File: src/rtl/signed_mult8_pkg.sv
// Shared definitions for the signed_mult8 shift-add multiplier.
package signed_mult8_pkg;

  localparam int unsigned WIDTH = 8;

  typedef enum logic [1:0] {
    ST_IDLE = 2'd0,
    ST_MUL  = 2'd1,
    ST_FIX  = 2'd2,
    ST_DONE = 2'd3
  } state_e;

endpackage

File: src/rtl/signed_mult8_if.sv
// Operand/result handshake bundle for signed_mult8.
interface signed_mult8_if;
  import signed_mult8_pkg::*;

  logic               in_valid;
  logic               in_ready;
  logic [WIDTH-1:0]   a;
  logic [WIDTH-1:0]   b;
  logic               out_valid;
  logic               out_ready;
  logic [2*WIDTH-1:0] product;
  logic               zero;

  modport master (
    output in_valid, a, b, out_ready,
    input  in_ready, out_valid, product, zero
  );

  modport slave (
    input  in_valid, a, b, out_ready,
    output in_ready, out_valid, product, zero
  );

endinterface

File: src/rtl/twos_complement.sv
// Two's complement negation of a WIDTH-bit value.
module twos_complement #(
  parameter int unsigned WIDTH = 8
) (
  input  logic [WIDTH-1:0] value,
  output logic [WIDTH-1:0] negated
);

  assign negated = ~value + 1'b1;

endmodule

File: src/rtl/signed_mult8.sv
// Multi-cycle 8x8 signed multiplier: magnitude shift-add loop plus a final sign fix.
module signed_mult8 #(
  parameter int unsigned WIDTH = 8
) (
  input logic           clk,
  input logic           rst_n,
  signed_mult8_if.slave bus
);
  import signed_mult8_pkg::*;

  localparam int unsigned PW   = 2 * WIDTH;
  localparam int unsigned CntW = $clog2(WIDTH);

  state_e            state_q;
  logic [CntW-1:0]   cnt_q;
  logic [PW-1:0]     acc_q;
  logic [WIDTH-1:0]  ma_q;
  logic [WIDTH-1:0]  mb_q;
  logic              neg_q;
  logic [PW-1:0]     product_q;
  logic              out_valid_q;
  logic [WIDTH-1:0]  neg_a;
  logic [WIDTH-1:0]  neg_b;

  twos_complement #(.WIDTH(WIDTH)) u_neg_a (
    .value   (bus.a),
    .negated (neg_a)
  );

  twos_complement #(.WIDTH(WIDTH)) u_neg_b (
    .value   (bus.b),
    .negated (neg_b)
  );

  always_ff @(posedge clk or negedge rst_n) begin
    if (!rst_n) begin
      state_q     <= ST_IDLE;
      cnt_q       <= '0;
      acc_q       <= '0;
      ma_q        <= '0;
      mb_q        <= '0;
      neg_q       <= 1'b0;
      product_q   <= '0;
      out_valid_q <= 1'b0;
    end else begin
      unique case (state_q)
        ST_IDLE: begin
          if (bus.in_valid) begin
            // Negating -128 gives 0x80, which is the correct unsigned magnitude.
            ma_q    <= bus.a[WIDTH-1] ? neg_a : bus.a;
            mb_q    <= bus.b[WIDTH-1] ? neg_b : bus.b;
            neg_q   <= bus.a[WIDTH-1] ^ bus.b[WIDTH-1];
            acc_q   <= '0;
            cnt_q   <= '0;
            state_q <= ST_MUL;
          end
        end
        ST_MUL: begin
          if (mb_q[0]) begin
            acc_q <= acc_q + (PW'(ma_q) << cnt_q);
          end
          mb_q  <= mb_q >> 1;
          cnt_q <= cnt_q + 1'b1;
          if (cnt_q == CntW'(WIDTH - 1)) begin
            state_q <= ST_FIX;
          end
        end
        ST_FIX: begin
          // Truncation makes a negated zero accumulator come out as zero.
          product_q   <= neg_q ? (~acc_q + 1'b1) : acc_q;
          out_valid_q <= 1'b1;
          state_q     <= ST_DONE;
        end
        ST_DONE: begin
          if (bus.out_ready) begin
            out_valid_q <= 1'b0;
            state_q     <= ST_IDLE;
          end
        end
        default: state_q <= ST_IDLE;
      endcase
    end
  end

  assign bus.in_ready  = (state_q == ST_IDLE);
  assign bus.out_valid = out_valid_q;
  assign bus.product   = product_q;
  assign bus.zero      = (product_q == '0);

endmodule

File: src/flat_wrapper.sv
// flat-port wrapper written by rule: the top's interface ports become plain ports
module signed_mult8_flat import signed_mult8_pkg::*;
#(
  parameter int unsigned WIDTH = 8
)
  (clk, rst_n, bus_in_valid, bus_a, bus_b, bus_out_ready, bus_in_ready, bus_out_valid, bus_product, bus_zero);
  signed_mult8_if bus_i ();
  input logic clk;
  input logic rst_n;
  input wire logic [$bits(bus_i.in_valid)-1:0] bus_in_valid;
  input wire logic [$bits(bus_i.a)-1:0] bus_a;
  input wire logic [$bits(bus_i.b)-1:0] bus_b;
  input wire logic [$bits(bus_i.out_ready)-1:0] bus_out_ready;
  output wire logic [$bits(bus_i.in_ready)-1:0] bus_in_ready;
  output wire logic [$bits(bus_i.out_valid)-1:0] bus_out_valid;
  output wire logic [$bits(bus_i.product)-1:0] bus_product;
  output wire logic [$bits(bus_i.zero)-1:0] bus_zero;
  assign bus_i.in_valid = bus_in_valid;
  assign bus_i.a = bus_a;
  assign bus_i.b = bus_b;
  assign bus_i.out_ready = bus_out_ready;
  assign bus_in_ready = bus_i.in_ready;
  assign bus_out_valid = bus_i.out_valid;
  assign bus_product = bus_i.product;
  assign bus_zero = bus_i.zero;
  signed_mult8 #(.WIDTH(WIDTH)) u_core (.clk(clk), .rst_n(rst_n), .bus(bus_i));
endmodule
File: config.mk
export PLATFORM = sky130hd
export DESIGN_NAME = signed_mult8_flat
export DESIGN_NICKNAME = d
export VERILOG_FILES = /design/src/rtl/signed_mult8_pkg.sv /design/src/rtl/signed_mult8_if.sv /design/src/rtl/twos_complement.sv /design/src/rtl/signed_mult8.sv /design/src/flat_wrapper.sv
export SDC_FILE = /design/constraint.sdc
export NUM_CORES = 1
export LEC_CHECK = 0
export ABC_CLOCK_PERIOD_IN_PS = 6400
export CAP_MARGIN = 20
export CORE_ASPECT_RATIO = 1.5
export CORE_MARGIN = 5
export CORE_UTILIZATION = 60
export DETAILED_ROUTE_END_ITERATION = 10
export GPL_ROUTABILITY_DRIVEN = 0
export PLACE_DENSITY = 0.83
export SETUP_SLACK_MARGIN = 0.3
export SLEW_MARGIN = 0
export SYNTH_ARGS = -nofsm -noshare
export SYNTH_HDL_FRONTEND = slang
export SYNTH_HIERARCHICAL = 1
export SYNTH_SLANG_ARGS = --single-unit
File: constraint.sdc
create_clock -name clk -period 6.4 [get_ports clk]
set_input_delay 1.28 -clock clk [delete_from_list [all_inputs] [get_ports clk]]
set_output_delay 1.28 -clock clk [all_outputs]
set_load 0.05 [all_outputs]
Yosys cells after proc, flatten, opt, wreduce, memory -nomap -nowiden
Index checks and enable logic that the tools add are counted.

cells by class
  add/subtract/negate cells = 5
  equality and inequality tests = 8
  shifts and indexed selects = 1
  mux-type cells = 16
  bitwise operators = 4
  reduce and logical (&&, ||, !) cells = 9

operators with widths
  cell                     number
  $mux W16                 3
  $pmux W16 S2             1
  $mux W8                  3
  $add A16 B1 Y16 const B  1
  $add A16 B16 Y16         1
  $add A8 B1 Y8 const B    2
  $logic_not A16 Y1        1
  $not A16 Y16             1
  $not A8 Y8               2
  $pmux W8 S2              1
  $shl A8 B3 Y16           1
  $pmux W2 S4              1
  $mux W2                  3
  $pmux W3 S2              1
  $reduce_and A2 Y1        3
  $reduce_and A3 Y1        2
  $eq A2 B2 Y1 const B     2
  $ne A2 B1 Y1 const B     2
  $ne A2 B2 Y1 const B     2
  $reduce_bool A2 Y1       2
  $add A3 B1 Y3 const B    1
  $eq A3 B3 Y1 const B     1
  $mux W3                  1
  $eq A2 B1 Y1 const B     1
  4 further kinds          4

storage, ports and cells
  register bits = 55
  output and inout bits = 19
  logic and storage cells = 51

Depth between registers and ports, before layout
  word-level depth = 5
  depth in mapped cells = 13

Cells and area by module
The synthesis kept the hierarchy.

by module, submodules not included
  module           instances  cells each  area each (sq um)  sequential area each (sq um)
  signed_mult8     1          422         3726.1             1376.3
  twos_complement  2          18          137.6              0.0

Least setup slack after synthesis
No wires, ideal clock.

  path kind = register to register
  start point = reg u_core.cnt_q[1]
  end point = reg u_core.acc_q[8]
  setup time = 122 ps
  arrival = 2973 ps
  data required time = 6278 ps
  setup slack = 3306 ps
  stages on the path, launching flop included = 13
  path buffers = 2
  clock period less this slack = 3094 ps
  cells stage by stage = dfrtp_1 > clkbuf_1 > clkbuf_1 > mux2i_1 > o21ai_0 > and2_1 > ha_1 > nor2b_1 > o31a_1 > o21a_1 > o21a_1 > or3_1 > a32o_1

between the ends
  word-level cells in the longest chain between the ends = 4

RTL lines
  item                    RTL line            source
  from (decl)             signed_mult8.sv:15  logic [CntW-1:0] cnt_q;
  from (signal assigned)  signed_mult8.sv:63  cnt_q <= cnt_q + 1'b1;
  $shl A8 B3 Y16          signed_mult8.sv:60  acc_q <= acc_q + (PW'(ma_q) << cnt_q);
  $add A16 B16 Y16        signed_mult8.sv:60
  $mux W16                signed_mult8.sv:59  if (mb_q[0]) begin
  $pmux W16 S2            signed_mult8.sv:46  unique case (state_q)
  to (signal assigned)    signed_mult8.sv:60
  to (decl)               signed_mult8.sv:16  logic [PW-1:0] acc_q;

No other way between the ends. The select of a mux whose other input is x is not followed.
A chain may end at the register's enable or synchronous reset.

Final worst setup path
  start point = reg u_core.product_q[1], in the netlist u_core/bus.product[1]
  end point = out bus_zero

between the ends
  word-level cells in the longest chain between the ends = 1

RTL lines
  item                    RTL line            source
  from (decl)             signed_mult8.sv:20  logic [PW-1:0] product_q;
  from (signal assigned)  signed_mult8.sv:70  product_q <= neg_q ? (~acc_q + 1'b1) : acc_q;
  $logic_not A16 Y1       signed_mult8.sv:88  assign bus.zero = (product_q == '0);
  to (decl)               flat_wrapper.sv:17  output wire logic [$bits(bus_i.zero)-1:0] bus_zero;

No other way between the ends.

==> impl_metrics.csv <==
group,metric,value,unit
status,status,"finished clean",
worst_setup_path,crit_fanout,3,
worst_setup_path,critPathMaxStageDelay,0.79,ns
sta,clock_skew,0.00611,ns
grt,grt_pass1_wl,14.3,mm
cells_and_area,diodes,0,
synthesis,synth_area_leader_cell,"dfrtp_1",
floorplan,dieArea,0.00844,mm²
clock_network,cts_buffer_depth,2,
worst_hold_path,hold_class,"reg2reg",
floorplan,start_util,61.7,%
clock_network,clock_sinks,55,
cells_and_area,ff_latch_area,0.00138,mm²
placement,port_buffers,38,
grt,grt_max_degree,56,
synthesis,syn_inst,458,
run,maxCapViolCount,0,
cells_and_area,post-route-cell-area,0.00445,mm²
placement,dp_hpwl,6.40,mm
route,drc,0,
clock_network,cts_hold_buf,0,
sta,maxSlewHeadroom,31.1,%
route,wire_per_inst,14.6,µm
sta,fin_tns_setup,0,ns
grt,globalRouteOverflowTotal,0,
clock_network,h-tree-depth,2,
synthesis,ys_seq_elements,55,
power,p_per_area,497,mW/mm²
sta,slew_viol_final,0,
worst_setup_path,critPathTopFamily,"buffers and inverters",
grt,antenna_found_initial,0,
synthesis,synth-edff-count,0,
sta,fin_crit_sh,53.2,%
sta,setup_viol,0,
worst_setup_path,critPathBufInv,1,
placement,placedInstanceArea,0.00436,mm²
grt,grt_use_total,20.2,%
power,p_leak,2.02,nW
synthesis,synth_top_flop_cell,"dfrtp_1",
synthesis,synth_top_cell_area_share,34.4,%
sta,tightest_slew,1.03,ns
grt,grt_pass1_vias,3297,
cells_and_area,final_nets,525,
route,via_per_inst,6.04,
synthesis,netlist_area,0.00400,mm²
floorplan,chipWidth,76.7,µm
worst_setup_path,cp-start-kind,"flop",
worst_setup_path,critPathKind,"reg2out",
cells_and_area,multi_input_area,0.00243,mm²
worst_setup_path,cp.required,5.12,ns
worst_setup_path,cp-end-kind,"primary output",
sta,finalHoldViolCount,0,
synthesis,async_reset_ff_share,100,%
floorplan,coreArea,0.00649,mm²
route,first_pass_iters,7,
floorplan,io_pins,39,
route,drt_iter0_markers,179,
sta,final.min_clock_period,3.41,ns
synthesis,syn_avg_cell_area,8.74,µm²
route,ant_nets,0,
clock_network,clk_latency,0.31,ns
sta,clock.fmax,294,MHz
power,ir_worst_vdd,0.224,mV
cells_and_area,syn2layout_area_growth,11.1,%
floorplan,rows,36,
route,vias,3365,
cells_and_area,fill_cells,531,
floorplan,die_h,110,µm
sta,rsz0062_at_grt,"no",
synthesis,yosysSeqAreaShare,34.4,%
synthesis,syn_nets,503,
worst_setup_path,arrival,2.13,ns
clock_network,cts.clk_slew.worst_paths,0.10,ns
clock_network,postCtsSetupRepairBufs,0,
synthesis,synth.distinct_cells,54,
synthesis,ys.warnings.count,6,
cells_and_area,drive_gt1_share,6.24,%
clock_network,cts_root_buf,"clkbuf_8",
clock_network,tritoncts,"yes",
route,routed_wl,8.14,mm
worst_setup_path,slowest_stage,"clkdlybuf4s50_1",
worst_setup_path,path_cells,"nor4_1 -> and4_1 -> clkdlybuf4s50_1",
clock_network,cts_resized,0,
clock_network,cts_made_buffers,5,
synthesis,synthTopCellsByArea,"dfrtp_1 34%, ha_1 7.5%, mux2i_1 6.0%, o21ai_0 5.3%, xor2_1 5.0%",
-- tightest hold or removal path, delay by kind of cell (launching register included) --
kind	cells	cell delay [ns]
flops	1	0.36
simple gates	1	0.05
compound gates	1	0.06
-- where the power goes --
part	switching (W)	internal, W	leakage, nW
combinational	0.000818	0.000533	1.27
clock	0.000113	0.0000773	0.0483
sequential	0.000172	0.000497	0.698
total	0.00110	0.00111	2.02
-- flip-flops by register name (all words and copies together), names as in the netlist --
register              count
u_core/acc_q             16
u_core/bus.out_valid      1
u_core/bus.product       16
u_core/cnt_q              3
u_core/ma_q               8
u_core/mb_q               8
u_core/neg_q              1
u_core/state_q            2
-- metal layers --
| metal | vias up | share of wire, % | track usage, % |
|---|---|---|---|
| met5 | - | 0 | 0 |
| met3 | 29 | 5.0 | 3.25 |
| met4 | 0 | 3.6 | 8.75 |
| met2 | 94 | 53 | 38.9 |
| li1 | 1676 | - | - |
| met1 | 1566 | 38 | 21.4 |
-- cell usage in the layout (no fill, tap or decap), drive strengths merged, types with 9 or more instances in the layout --
master / netlist / routed
clkdlybuf4s50: 0 / 37
nor2: 40 / 40
dfrtp: 55 / 55
o31ai: 9 / 9
nand2: 52 / 52
o21ai: 44 / 44
a21oi: 39 / 39
inv: 18 / 19
mux2i: 24 / 24
ha: 24 / 24
xor2: 23 / 23
xnor2: 11 / 11
-- area by class of cell --
class	count	area share (%)
clock buffer	5	1.55
clock inverter	3	0.422
inverter	18	1.52
multi-input combinational	360	54.6
sequential	55	31.0
tap	76	2.14
timing repair buffer	40	8.78
-- cells by family (layout without fill, tap and decap cells) --
logic type / count (synthesis) / count (layout) / share of synthesized area (%)
buffers and inverters: 43 / 66 / 4.91
DFF: 55 / 55 / 34.4
adders and majority gates: 25 / 25 / 8.01
xor gates and xnor gates: 34 / 34 / 7.44
muxes: 31 / 31 / 7.97
AOI/OAI and AO/OA: 129 / 129 / 19.6
and+or+nand+nor: 141 / 141 / 17.7
-- worst paths after layout --
kind	startpoint	end	slack, ns	cells past startpoint
setup / recovery	u_core/bus.product[1]$_DFFE_PN0P_	bus_zero	2.99	3
hold / removal	u_core/mb_q[2]$_DFFE_PN0P_	u_core/mb_q[2]$_DFFE_PN0P_	0.50	2
setup reg to reg	u_core/cnt_q[1]$_DFFE_PN0P_	u_core/acc_q[8]$_DFFE_PN0P_	3.22	10
hold reg to reg	u_core/mb_q[2]$_DFFE_PN0P_	u_core/mb_q[2]$_DFFE_PN0P_	0.50	2
max in group asynchronous	rst_n	u_core/acc_q[2]$_DFFE_PN0P_	4.89	2
min in group asynchronous	rst_n	u_core/bus.product[0]$_DFFE_PN0P_	1.08	2
-- cells in the mapped netlist, types with 4 or more instances --
cell type / number
or3_1: 7
xnor2_1: 11
nand3_1: 4
and2_1: 5
inv_1: 18
o21a_1: 7
o22ai_1: 6
nor2_1: 40
nand2_1: 52
nor4_1: 4
clkbuf_1: 18
dfrtp_1: 55
and3_1: 4
mux2_2: 7
xor2_1: 23
o31ai_1: 6
nand2b_1: 4
or4_4: 4
a21o_1: 6
o21ai_0: 42
ha_1: 24
mux2i_1: 24
a21oi_1: 39
-- metrics by stage --
step | hold slack (ns) | util (%) | setup WS (ns) | power [W] | instances
final | 0.497 | 68.5 | 2.99 | 0.00221 | 557
after global routing | 0.535 | 68.5 | 2.91 | 0.00240 | 557
after CTS | 0.498 | 68.5 | 2.93 | 0.00222 | 557
after global placement | 0.465 | 67.2 | 3.10 | 0.00197 | 549
after floorplan | 0.449 | - | 3.31 | 0.00169 | 458
after detailed placement | 0.476 | 67.2 | 3.02 | 0.00202 | 549
(Power assumes the default switching activity.)
